<file path="src/rtl/fine_interp_tdc.sv">
// Time-to-digital converter: coarse cycle counter plus Johnson-coded phase taps.
// Measures pulse width or period in units of T_clk/(2*NPHASE).
module fine_interp_tdc #(
    parameter int NPHASE = 4,
    parameter int CNT_W  = 24,
    localparam int FW    = $clog2(2 * NPHASE),
    localparam int RW    = CNT_W + FW
) (
    input  logic              clk,
    input  logic              reset,
    input  logic              enable,
    input  logic              mode,
    input  logic [NPHASE-1:0] tap_code,
    input  logic              rise_stb,
    input  logic              fall_stb,
    output logic [RW-1:0]     res_data,
    output logic [2:0]        res_flags,
    output logic              res_valid,
    input  logic              res_ready,
    output logic [7:0]        drop_cnt,
    output logic              busy
);

    typedef enum logic {IDLE, MEAS} state_t;

    localparam logic [CNT_W-1:0] CMAX = '1;

    state_t            state;
    logic [CNT_W-1:0]  coarse;
    logic [FW-1:0]     fine_start;
    logic              bub_start;
    logic              mode_q;

    logic [FW-1:0]     tap_fine;
    logic              tap_bub;
    logic              stop;
    logic              done_ok;
    logic              done_ovf;
    logic              new_res;
    logic [RW-1:0]     span;
    logic [RW-1:0]     nxt_data;
    logic [2:0]        nxt_flags;

    // Returns {bubble, fine}; any non-Johnson pattern decodes as a bubble with fine=0.
    function automatic logic [FW:0] decode(input logic [NPHASE-1:0] code);
        logic [NPHASE-1:0] ones;
        logic [FW:0]       r;
        ones = '1;
        r    = {1'b1, {FW{1'b0}}};
        for (int j = 1; j <= NPHASE; j++)
            if (code == ~(ones >> j))
                r = {1'b0, FW'(2 * NPHASE - j)};
        for (int j = 0; j < NPHASE; j++)
            if (code == (ones >> (NPHASE - j)))
                r = {1'b0, FW'(j)};
        return r;
    endfunction

    always_comb begin
        {tap_bub, tap_fine} = decode(tap_code);
        stop     = mode_q ? rise_stb : fall_stb;
        done_ok  = (state == MEAS) && enable && stop;
        done_ovf = (state == MEAS) && enable && !stop && (coarse == CMAX);
        new_res  = done_ok || done_ovf;
        // Stop lands D = coarse+1 cycles after the start strobe.
        span = (RW'(coarse) + RW'(1)) * RW'(2 * NPHASE)
             + RW'(fine_start) - RW'(tap_fine);
        if (done_ovf) begin
            nxt_data  = '1;
            nxt_flags = {1'b1, 1'b0, bub_start};
        end else begin
            nxt_data  = span;
            nxt_flags = {1'b0, tap_bub, bub_start};
        end
    end

    assign busy = (state == MEAS);

    always_ff @(posedge clk) begin
        if (reset) begin
            state      <= IDLE;
            coarse     <= '0;
            fine_start <= '0;
            bub_start  <= 1'b0;
            mode_q     <= 1'b0;
            res_data   <= '0;
            res_flags  <= '0;
            res_valid  <= 1'b0;
            drop_cnt   <= '0;
        end else begin
            unique case (state)
                IDLE: begin
                    if (enable && rise_stb) begin
                        fine_start <= tap_fine;
                        bub_start  <= tap_bub;
                        mode_q     <= mode;
                        coarse     <= '0;
                        state      <= MEAS;
                    end
                end
                MEAS: begin
                    if (!enable) begin
                        state <= IDLE;
                    end else if (stop) begin
                        if (mode_q) begin
                            fine_start <= tap_fine;
                            bub_start  <= tap_bub;
                            coarse     <= '0;
                        end else begin
                            state <= IDLE;
                        end
                    end else if (coarse == CMAX) begin
                        state <= IDLE;
                    end else begin
                        coarse <= coarse + 1'b1;
                    end
                end
                default: state <= IDLE;
            endcase

            if (new_res && (!res_valid || res_ready)) begin
                res_data  <= nxt_data;
                res_flags <= nxt_flags;
                res_valid <= 1'b1;
            end else begin
                if (res_valid && res_ready)
                    res_valid <= 1'b0;
                if (new_res && drop_cnt != 8'hFF)
                    drop_cnt <= drop_cnt + 8'd1;
            end
        end
    end

endmodule

</file>
<file path="config.mk">
export PLATFORM = sky130hd
export DESIGN_NAME = fine_interp_tdc
export DESIGN_NICKNAME = d
export VERILOG_FILES = /design/src/rtl/fine_interp_tdc.sv
export SDC_FILE = /design/constraint.sdc
export NUM_CORES = 1
export LEC_CHECK = 0
export CORE_MARGIN = 2
export CORE_UTILIZATION = 40
export CTS_CLUSTER_DIAMETER = 50
export DETAILED_ROUTE_END_ITERATION = 6
export GPL_TIMING_DRIVEN = 1
export PLACE_DENSITY = 0.7
export SYNTH_ARGS = -nofsm -noshare
export SYNTH_HDL_FRONTEND = slang
export SYNTH_SLANG_ARGS = --single-unit
</file>
<file path="constraint.sdc">
create_clock -name clk -period 5.01 [get_ports clk]
set_clock_uncertainty 0.2 [all_clocks]
set_input_delay 0.501 -clock clk [delete_from_list [all_inputs] [get_ports clk]]
set_output_delay 0.501 -clock clk [all_outputs]
set_load 0.02 [all_outputs]
</file>
After elaboration in Yosys (flattened, before gate mapping):

Cells that the tools add are included.

* bits in registers: 69
* input bits: 11
* output and inout port bits: 40
* logic and storage cells: 84

* add/subtract/negate cells: 5
* equal/unequal tests: 15
* muxes and demuxes: 35
* bitwise gates (word level): 2
* reduce and logical (&&, ||, !) cells: 18

Operators with widths (count)
* 2-to-1 mux 24 bit: 5
* adder 24 x 1 -> 24 bit (second input constant): 2
* one-hot mux 24 bit (2 select lines): 1
* 2-to-1 mux 4 bit: 8
* adder 27 x 3 -> 27 bit: 1
* 2-to-1 mux 27 bit: 1
* subtractor 27 x 3 -> 27 bit: 1
* == test 24 bit (second input constant): 1
* == test 4 bit (second input constant): 4
* 2-to-1 mux 3 bit: 5
* 2-to-1 mux 1 bit: 12
* adder 8 x 1 -> 8 bit (second input constant): 1
* logical AND 1 bit: 8
* inequality test 8 bit (second input constant): 1
* AND reduction 4 bit: 2
* inequality test 3 bit (second input constant): 2
* one-hot mux 3 bit (2 select lines): 1
* == test 4 x 1 -> 1 bit (second input constant): 1
* == test 4 x 2 -> 1 bit (second input constant): 1
* == test 4 x 3 -> 1 bit (second input constant): 1
* zero test 4 bit: 1
* inequality test 2 x 1 -> 1 bit (second input constant): 2
* inequality test 2 bit (second input constant): 2
* one-hot mux 1 bit (2 select lines): 2
* other kinds (5): 9

Depth between registers and ports, before layout:

Gate-level depths: netlist of the first run.

* depth after elaboration: 13
* gate-level depth with buffers: 13
* gate-level depth less buffers: 12

Worst setup path before layout of the first run:

No wires, ideal clock.

* kind: input-to-reg
* start point: input port tap_code[3]
* end point: register res_data[23]
* setup time: 0.132 ns
* data arrival time: 2.924 ns
* data required time: 4.678 ns
* setup slack: 1.754 ns
* cell stages on the path: 11
* buffers on the path: 1
* path through: clkbuf_1 -> nor2_1 -> a21oi_1 -> ha_1 -> nor2b_1 -> o211ai_1 -> nand4b_1 -> or4b_4 -> a2111oi_4 -> xnor2_1 -> a21oi_1

* cells in the longest elaborated chain, start to end: 11
* elaborated cells on any way between the ends: 18
* those cells by class: add/sub: 1; eq/ne: 7; mux: 9; reduce/logical: 1

RTL lines
* start: declaration: line 13 `input logic [NPHASE-1:0] tap_code,`
* == test 4 bit: line 51 `if (code == ~(ones >> j))`
* 2-to-1 mux 4 bit (4 in series): line 51
* 2-to-1 mux 4 bit (3 in series): line 54 `if (code == (ones >> (NPHASE - j)))`
* 2-to-1 mux 4 bit *: line 54
* subtractor 27 x 3 -> 27 bit *: line 67 `+ RW'(fine_start) - RW'(tap_fine);`
* 2-to-1 mux 27 bit *: line 68 `if (done_ovf) begin`
* end signal: assignment: line 122 `res_data <= nxt_data;`
* end: declaration: line 16 `output logic [RW-1:0] res_data,`

Mark *: on every way between the ends. The rest lies on a longest branch, timed or not.
A chain may end at the register's enable or synchronous reset.

Final worst setup path of the first run:

* start point: input port tap_code[1]
* end point: register res_data[24]

* cells in the longest elaborated chain, start to end: 11
* elaborated cells on any way between the ends: 18
* those cells by class: add/sub: 1; eq/ne: 7; mux: 9; reduce/logical: 1

RTL lines
* == test 4 bit: line 51
* 2-to-1 mux 4 bit (4 in series): line 51
* 2-to-1 mux 4 bit (3 in series): line 54
* 2-to-1 mux 4 bit *: line 54
* net tap_fine[0]: line 34 `logic [FW-1:0] tap_fine;`
* subtractor 27 x 3 -> 27 bit *: line 67
* 2-to-1 mux 27 bit *: line 68

The timed path passes the listed nets; every way through them passes the cells marked *.

==> results of run 1 <==
## Yosys cell counts (10+ instances only)
cell and n:
o21ai_0 33, buf_2 11, dfxtp_1 69, xor2_1 16
nand3_1 17, nor3_1 13, a21oi_1 32, nand4_1 12
inv_1 10, nor2_1 52, clkbuf_1 19, xnor2_1 26
nand2_1 40
## state kept, by name (all words and copies together), names as in the netlist
register    flops
res_data       27
res_flags       3
coarse         24
bub_start       1
res_valid       1
mode_q          1
fine_start      3
busy            1
drop_cnt        8
## power by group through the flow
| stage | Sequential [W] | Combinational (W) | Clock (W) |
|---|---|---|---|
| global placement | 0.000575 | 0.0000976 | 0 |
| CTS | 0.000563 | 0.000100 | 0.000571 |
| floorplan | 0.000583 | 0.0000517 | 0 |
| global route | 0.000564 | 0.000110 | 0.000593 |
| detailed placement | 0.000576 | 0.0000998 | 0 |
| finish | 0.000563 | 0.000100 | 0.000566 |
## worst paths after layout
kind	end	slack [ns]
max	res_data[24]	0.91
min	fine_start[2]	0.29
max reg2reg	res_data[24]	1.10
min reg2reg	fine_start[2]	0.29
## cell type report
cell class	count	area, um^2
repair buffers	58	560.5
multi-input cells	382	2492
fillers	936	4896
inverters	10	37.54
clock buffers	12	145.1
clock inverters	4	95.09
flip-flops and latches	69	1381
well taps	133	166.4
## critical path, delay by kind of cell
family | cells | cell delay (ns)
buf+inv | 2 | 0.53
simple gates | 5 | 1.14
fa+ha+maj | 2 | 0.61
compound gates | 4 | 1.39
## cells by family (layout without fill, tap and decap cells)
kind of cell             after synthesis  count (layout)  synth area share [%]
multiplexers                           8               8                 1.980
adder cells (fa/ha/maj)                7               7                 2.351
AO/OA/AOI/OAI                        131             131                 22.28
AND/OR/NAND/NOR                      194             194                 25.53
buffers and inverters                 42              84                 4.610
XOR/XNOR                              42              42                 9.096
flip-flops                            69              69                 34.16
## placed cells by master, fill, tap and decap left out, types with 3 or more instances in the layout
cell	count
o22ai_1	6
o31ai_1	5
nand4b_1	5
nand3_1	17
nor2b_1	9
and4_1	6
or3_1	8
o21ai_0	33
dfxtp_1	69
xor2_1	16
xnor2_1	26
a311oi_1	8
and3_1	7
nor2_1	52
o211a_1	5
clkdlybuf4s50_1	50
ha_1	6
or2_2	3
and2_1	5
buf_4	8
inv_1	10
o221a_2	6
a211oi_1	9
nand2b_1	4
mux2i_1	8
a22o_1	3
bufinv_16	3
a21oi_1	32
clkbuf_8	10
o21a_1	5
nor3_1	12
nand2_1	40
nand4_1	12
## per-layer routing
metal | vias to the layer above | global-route usage, %
li1 | 1880 | -
met1 | 1845 | 24.95
met2 | 129 | 33.71
met3 | 22 | 5.926
met4 | 0 | 8.301
met5 | - | 0
## per-stage QoR
step | cells | hold slack, ns | area, um^2 | worst slack (ns)
global route | 668 | 0.3260 | 4878 | 0.6840
global placement | 652 | 0.2805 | 4638 | 0.8920
CTS | 668 | 0.2891 | 4878 | 1.052
floorplan | 493 | 0.2584 | 4044 | 1.754
finish | 668 | 0.2916 | 4878 | 0.9128
detailed placement | 652 | 0.2780 | 4638 | 0.6601
==> impl_metrics.toml, run 1 <==
[clock_network]
clock-sinks = 69
cts_tree = "yes"
cts_inserted_buffers = 9
cts_htree_levels = 3
holdBufCountCts = 0
clockBufferDepth = 2
post_cts_resized = 0
clk_latency_ns = 0.36
path_clk_slew_ns = 0.07
cts-root-buf = "clkbuf_8"
post_cts_buffers = 0

[sta]
fmax_ghz = 0.2441
drv_slew = 0
post-route-min-period_ns = 4.097
period_share_pct = 81.78
tightest_slew_ns = 0.8864
setup_viol = 0
final.setup.tns_ns = 0
maxSlewHeadroom_pct = 40.69
timing.final.hold_violations = 0
rsz0062_at_grt = "false"

[route]
wl_met3_um = 735
wl_met1_um = 4876
vias_per_cell = 5.802
antenna_left = 0
route.top_layer_used = "met4"
drt_iter0_markers = 225
wl_per_cell_um = 16.60
num_vias = 3876
dr_wl_met2_um = 5239
drc = 0
drt_pass1_iterations = 5
drt-total-wl_um = 11090

[power_and_ir_drop]
p_seq_share_pct = 45.8
ir_drop_v = 0.0001510
power.total_w = 0.001229
clockPowerShare_pct = 46.0
internal_power_w = 0.0009428
p_switching_w = 0.0002864
switching_share_pct = 23.30
p_per_area_nw_per_um2 = 252.0
share_comb_of_total_power_pct = 8.2
p_leak_nw = 1.679

[yosys]
yosys-top-cells-area = "dfxtp_1 (34%), xnor2_1 (5.6%), nor2_1 (4.8%), o21ai_0 (4.1%), a21oi_1 (4.0%)"
avgSynthCellArea_um2 = 8.203
async_reset_ff_share_pct = 0
synth_nets = 511
synth_cell_type_count = 57
yosys_warnings = 0
synth_edf_count = 0
synth-seq-cells = 69
synth_flop_cell = "dfxtp_1"
yosysTopAreaCell = "dfxtp_1"
seq_area_frac_synth_pct = 34.16
syn_inst = 493
synth_area_um2 = 4044
synth_top_cell_area_share_pct = 34.16

[critical_path]
path_max_fanout = 5
crit_type = "in -> reg"
crit_arrival_ns = 4.17
worst_setup_path_end_kind = "flip-flop"
reg2regPathDepth = 8
crit_slowest_cell = "a21oi_1"
startpoint = "tap_code[1]"
max_stage_delay_ns = 0.49
cp_cell_sequence = "clkdlybuf4s50_1, or2_2, a21oi_1, ha_1, inv_1, fa_1, nand2_1, nand4b_1, a21oi_1, nand4b_1, a211oi_1, o221ai_1, nor3_1"
rr_startpoint = "coarse[0]"
crit_required_ns = 5.08
cp-start-kind = "input pin"

[finish]
utilization_pct = 49.91
antenna-diode-count = 0
synthToLayoutAreaGrowth_pct = 20.64
drive_above_1_share_pct = 8.224
nets = 548

[floorplan]
start_util_pct = 41.37
coreArea_um2 = 9774
die_w_um = 104.5
die_area_um2 = 10930
fp.dieH_um = 104.5
pin_count = 51
rows = 36

[global_routing]
grt_pass1_vias = 3639
antenna_found_initial = 0
grt_pass1_wl_um = 17970
grt.overflow.total = 0
grt_start_max_net_pins = 38
gr-usage-all-layers_pct = 20.44

[run]
maxCapViolCount = 0

[hold_path]
hp-class = "reg -> reg"
min_from = "fine_start[2]"
whs_path_depth = 2

[place]
port_buffers = 50
hpwl_um = 7650
gp_congestion = 0.9061

[status]
outcome = "completed"
Note: power is estimated with default switching activity, not from simulation.
==> run 2: changes to the inputs <==
--- a/config.mk
+++ b/config.mk
@@ -10,7 +10,7 @@
 export CTS_CLUSTER_DIAMETER = 50
 export DETAILED_ROUTE_END_ITERATION = 6
 export GPL_TIMING_DRIVEN = 1
-export PLACE_DENSITY = 0.7
+export PLACE_DENSITY = 0.72
 export SYNTH_ARGS = -nofsm -noshare
 export SYNTH_HDL_FRONTEND = slang
 export SYNTH_SLANG_ARGS = --single-unit
==> constraint.sdc (replaced) <==
create_clock -name clk -period 3.3 [get_ports clk]
set_clock_uncertainty 0.2 [all_clocks]
set_input_delay 0.33 -clock clk [delete_from_list [all_inputs] [get_ports clk]]
set_output_delay 0.33 -clock clk [all_outputs]
set_load 0.02 [all_outputs]
==> run 2 against run 1 <==
Wire length rose by 1.3%. Hold slack better by 0.0085 ns. Cell count increased by 4.6%. Sequential share of layout area down 1.2 points. Non-clock buffer count rose by 33. Combinational power increased by 73%. Largest cell class unchanged.
==> impl_metrics.toml, run 2 (synthesized netlist as in run 1, its figures left out) <==
[status]
outcome = "completed"

[run]
maxCapViolCount = 0

[route]
wl_per_cell_um = 16.08
route.top_layer_used = "met4"
wl_met3_um = 614
vias_per_cell = 5.694
drt_pass1_iterations = 5
drt_iter0_markers = 241
dr_wl_met2_um = 5255
antenna_left = 0
drc = 0
num_vias = 3980
wl_met1_um = 5037
drt-total-wl_um = 11240

[hold_path]
whs_path_depth = 2
hp-class = "reg -> reg"
min_to = "res_flags[2]"
min_from = "res_flags[2]"

[finish]
regMostFlops = "res_data"
mostFrequentLayoutCells = "dfxtp_1 (69), nor2_1 (52), clkdlybuf4s50_1 (50)"
drive_above_1_share_pct = 14.84
fillers = 916
reg.largest.list = "res_data: 27 flops, coarse: 24 flops, drop_cnt: 8 flops"
layoutNonFillerInstCount = 699
synthToLayoutAreaGrowth_pct = 25.96
layout_commonest_cell = "dfxtp_1"
antenna-diode-count = 0
largest_reg_flops = 27
nets = 581

[clock_network]
clock-sinks = 69
clk_latency_ns = 0.36
clockBufferDepth = 2
cts-root-buf = "clkbuf_8"
cts_htree_levels = 3
path_clk_slew_ns = 0.08
cts_tree = "yes"
cts_inserted_buffers = 9

[power_and_ir_drop]
p_switching_w = 0.0004249
p_seq_share_pct = 50.6
internal_power_w = 0.001262
switching_share_pct = 25.19
power.total_w = 0.001687
p_leak_nw = 1.819
clockPowerShare_pct = 39.1
share_comb_of_total_power_pct = 10.2
p_per_area_nw_per_um2 = 331.2
ir_drop_v = 0.0002007

[critical_path]
cp-start-kind = "input pin"
critical_path.top_delay_family = "buffers and inverters"
max_stage_delay_ns = 0.41
crit_slowest_cell = "clkdlybuf4s50_1"
rr_endpoint = "res_data[19]"
crit_type = "in -> reg"
reg2regPathDepth = 9
rrSetupSlack_ns = 0.27
worst-path-buf-inv = 4
crit_arrival_ns = 3.21
path_max_fanout = 4
cp_cell_sequence = "clkdlybuf4s50_1, or2_2, a21oi_2, ha_2, inv_1, fa_2, nand2_1, nand4b_1, a21oi_1, buf_4, nand4b_1, buf_4, a211oi_1, xor2_1, a21oi_1"
rr_startpoint = "coarse[1]"
worst_setup_path_end_kind = "flip-flop"
crit_required_ns = 3.34

[sta]
fmax_ghz = 0.3159
timing.final.hold_violations = 0
tightest_slew_ns = 0.5894
drv_slew = 0
setup_viol = 0
rsz0062_at_grt = "false"
timing.hold.ws_ns = 0.3001
maxSlewHeadroom_pct = 60.35
post-route-min-period_ns = 3.166
period_share_pct = 95.93

[place]
place_inst = 684
port_buffers = 50
hpwl_um = 8035
gp_congestion = 0.9272

[floorplan]
rows = 36
start_util_pct = 41.37
die_area_um2 = 10930
die_w_um = 104.5
coreArea_um2 = 9774
fp.dieH_um = 104.5
pin_count = 51

[global_routing]
antenna_found_initial = 0
grt_pass1_wl_um = 18970
grt_start_max_net_pins = 37
grt_pass1_vias = 3907
gr-usage-all-layers_pct = 21.47
grt.overflow.total = 0
[run 2: worst max path at each step]
stage | from | to | slack (ns) | cells after the start
2_1_floorplan | tap_code[3] | res_data[23] | 0.21 | 11
3_3_place_gp | tap_code[1] | res_data[26] | -0.23 | 15
3_5_place_dp | tap_code[1] | res_data[24] | -0.37 | 15
4_1_cts | tap_code[1] | res_data[22] | 0.04 | 14
5_1_grt | coarse[1] | coarse[12] | 0.02 | 10
6_report | tap_code[1] | res_data[20] | 0.13 | 15
[run 2: worst min-delay path, delay by kind of cell (launching register included)]
kind          cells  cell delay (ns)
simple gates      2             0.15
flops             1             0.31
[run 2: power groups by stage]
stage                     registers (W)  clock network (W)   logic, W
after floorplan                0.000885                  0  0.0000785
after global placement         0.000873                  0   0.000164
after detailed placement       0.000873                  0   0.000169
after global routing           0.000856           0.000716   0.000189
after CTS                      0.000854           0.000674   0.000170
final                          0.000854           0.000660   0.000173
[run 2: what timing repair did]
action                     in CTS  in global routing
resized for setup               1                  7
pin swaps                       0                  2
setup endpoints to repair       2                  6
setup buffers                   0                  1
hold buffers                    0                  0
[run 2: stage by stage]
| stage | setup WS, ns | cell area [um^2] | TNS, ns | utilization [%] |
|---|---|---|---|---|
| finish | 0.1343 | 5094 | 0 | 52.11 |
| global route | 0.01554 | 5094 | 0 | 52.11 |
| CTS | 0.04132 | 5061 | 0 | 51.78 |
| detailed placement | -0.3730 | 4878 | -2.668 | 49.91 |
| global placement | -0.2319 | 4878 | -1.338 | 49.91 |
| floorplan | 0.2148 | 4044 | 0 | - |
[run 2: per-layer routing]
| layer | vias up | GRT usage [%] |
|---|---|---|
| met4 | 0 | 10.71 |
| met3 | 31 | 3.618 |
| met1 | 1894 | 26.43 |
| met5 | - | 0 |
| li1 | 1937 | - |
| met2 | 118 | 36.13 |
[run 2: cell type report]
cell class	instances	area, um^2	area share (%)
Clock buffer	9	123.9	2.432
Timing Repair Buffer	91	808.3	15.87
Inverter	10	37.54	0.7369
Tap cell	133	166.4	3.267
Multi-Input combinational cell	382	2522	49.52
Clock inverter	5	53.80	1.056
Sequential cell	69	1381	27.12
==> run 3: changes to the inputs <==
--- a/config.mk
+++ b/config.mk
@@ -6,11 +6,11 @@
 export NUM_CORES = 1
 export LEC_CHECK = 0
 export CORE_MARGIN = 2
-export CORE_UTILIZATION = 40
+export CORE_UTILIZATION = 50
 export CTS_CLUSTER_DIAMETER = 50
 export DETAILED_ROUTE_END_ITERATION = 6
 export GPL_TIMING_DRIVEN = 1
-export PLACE_DENSITY = 0.72
+export PLACE_DENSITY = 0.85
 export SYNTH_ARGS = -nofsm -noshare
 export SYNTH_HDL_FRONTEND = slang
 export SYNTH_SLANG_ARGS = --single-unit
==> constraint.sdc (replaced) <==
create_clock -name clk -period 3.3 [get_ports clk]
set_clock_uncertainty 0.2 [all_clocks]
set_input_delay 0.495 -clock clk [delete_from_list [all_inputs] [get_ports clk]]
set_output_delay 0.495 -clock clk [all_outputs]
set_load 0.02 [all_outputs]
==> run 3 against run 2 <==
Combinational power about the same. Critical path depth decreased by 6. Sequential cell count unchanged. Sequential power is essentially flat. Fmax rose by 2.4%. Cell count down 3.9%. Hold slack better by 0.0048 ns. Final area up 0.17%. Critical path type is now reg -> reg. Clock power increased by 1%. Power is 0.52% higher.
==> impl_metrics.toml, run 3 (synthesized netlist as in run 1, its figures left out) <==
[status]
outcome = "completed"

[global_routing]
grt_pass1_wl_um = 18930
grt.overflow.total = 0
grt_start_max_net_pins = 25
antenna_found_initial = 0
grt_pass1_vias = 4129
gr-usage-all-layers_pct = 26.70

[sta]
timing.hold.ws_ns = 0.3049
rsz0062_at_grt = "false"
fmax_ghz = 0.3235
tightest_slew_ns = 0.6107
period_share_pct = 93.66
post-route-min-period_ns = 3.091
timing.final.hold_violations = 0
drv_slew = 0
maxSlewHeadroom_pct = 58.91
setup_viol = 0

[finish]
drive_above_1_share_pct = 15.09
nets = 584
regArea_um2 = 1381
fillers = 645
final_cell_area_um2 = 5102
largest_reg_flops = 27
synthToLayoutAreaGrowth_pct = 26.18
mostFrequentLayoutCells = "dfxtp_1 (69), nor2_1 (52), clkdlybuf4s50_1 (46)"
reg.largest.list = "res_data: 27 flops, coarse: 24 flops, drop_cnt: 8 flops"
antenna-diode-count = 0
multiInputGateArea_um2 = 2535
regMostFlops = "res_data"
layout_commonest_cell = "dfxtp_1"

[route]
wl_per_cell_um = 16.76
drt_pass1_iterations = 6
drc = 0
vias_per_cell = 6.095
antenna_left = 0
drt-total-wl_um = 11270
drt_iter0_markers = 298
num_vias = 4096

[clock_network]
cts_tree = "yes"
holdBufCountCts = 0
cts_htree_levels = 3
cts-root-buf = "clkbuf_8"
clock-sinks = 69
clockBufferDepth = 2
cts_inserted_buffers = 9
clk_latency_ns = 0.35
path_clk_slew_ns = 0.07

[floorplan]
die_area_um2 = 8823
rows = 32
pin_count = 51
die_w_um = 93.93
fp.dieH_um = 93.93
coreArea_um2 = 7767
start_util_pct = 52.06

[critical_path]
path_max_fanout = 7
max_stage_delay_ns = 0.69
crit_required_ns = 3.36
crit_arrival_ns = 3.15
crit_slowest_cell = "or4_1"
crit_type = "reg -> reg"
worst_setup_path_end_kind = "flip-flop"
cp_cell_sequence = "ha_1, nand3_1, nor4_4, xor2_1, or4_1, a211oi_2, buf_4, a311oi_1, a211oi_1"
cp-start-kind = "flip-flop"

[power_and_ir_drop]
p_leak_nw = 1.868
p_per_area_nw_per_um2 = 332.3
power.total_w = 0.001696
ir_drop_v = 0.0002839

[hold_path]
hp-class = "reg -> reg"

[place]
gp_congestion = 0.9491
port_buffers = 50
hpwl_um = 7976
dpl_cell_area_um2 = 4840

[run]
maxCapViolCount = 0
## run 3: final timing paths
kind	from	to	slack, ns	cells past startpoint
worst max register to register	coarse[1]	res_data[26]	0.21	9
worst min-delay path	bub_start	bub_start	0.30	2
worst min register to register	bub_start	bub_start	0.30	2
worst max-delay path	coarse[1]	res_data[26]	0.21	9
## run 3: report_power, final
part	total [W]	switching (W)	internal [W]
Combinational	0.000174	0.0000950	0.0000792
Sequential	0.000854	0.00000877	0.000846
Clock	0.000667	0.000326	0.000341
Total	0.00170	0.000430	0.00127
## run 3: critical path: cells and delay by family (launching register included)
| family | cells | cell delay [ns] |
|---|---|---|
| fa+ha+maj | 1 | 0.23 |
| compound gates | 3 | 0.59 |
| flops | 1 | 0.45 |
| xor+xnor | 1 | 0.12 |
| buf+inv | 1 | 0.17 |
| simple gates | 3 | 1.25 |
## run 3: area by class of cell
cell class,instances,share of cell area (%)
Multi-Input combinational cell,382,49.68
Clock inverter,5,1.030
Sequential cell,69,27.07
Tap cell,102,2.501
Timing Repair Buffer,94,16.48
Clock buffer,10,2.501
Inverter,10,0.7357
## run 3: repair_timing
item                       4_1_cts  5_1_grt
buffers inserted                 2        2
resized for setup                7        6
pin swaps                        1        2
gates cloned                     0        0
setup endpoints to repair        6       13
## run 3: metrics by stage
step | TNS (ns) | setup WS, ns | utilization [%] | instances
5_1_grt | 0 | 0.01970 | 65.69 | 672
4_1_cts | 0 | 0.01335 | 65.19 | 670
3_3_place_gp | -3.397 | -0.3385 | 62.31 | 653
2_1_floorplan | 0 | 0.04979 | - | 493
6_report | 0 | 0.2092 | 65.69 | 672
3_5_place_dp | -5.123 | -0.4714 | 62.31 | 653
## run 3: routing by layer
metal / track usage (%) / wire (um)
met5: 0 / 0
met4: 10.14 / 325
met3: 6.421 / 810
met1: 32.25 / 4633
met2: 45.77 / 5497
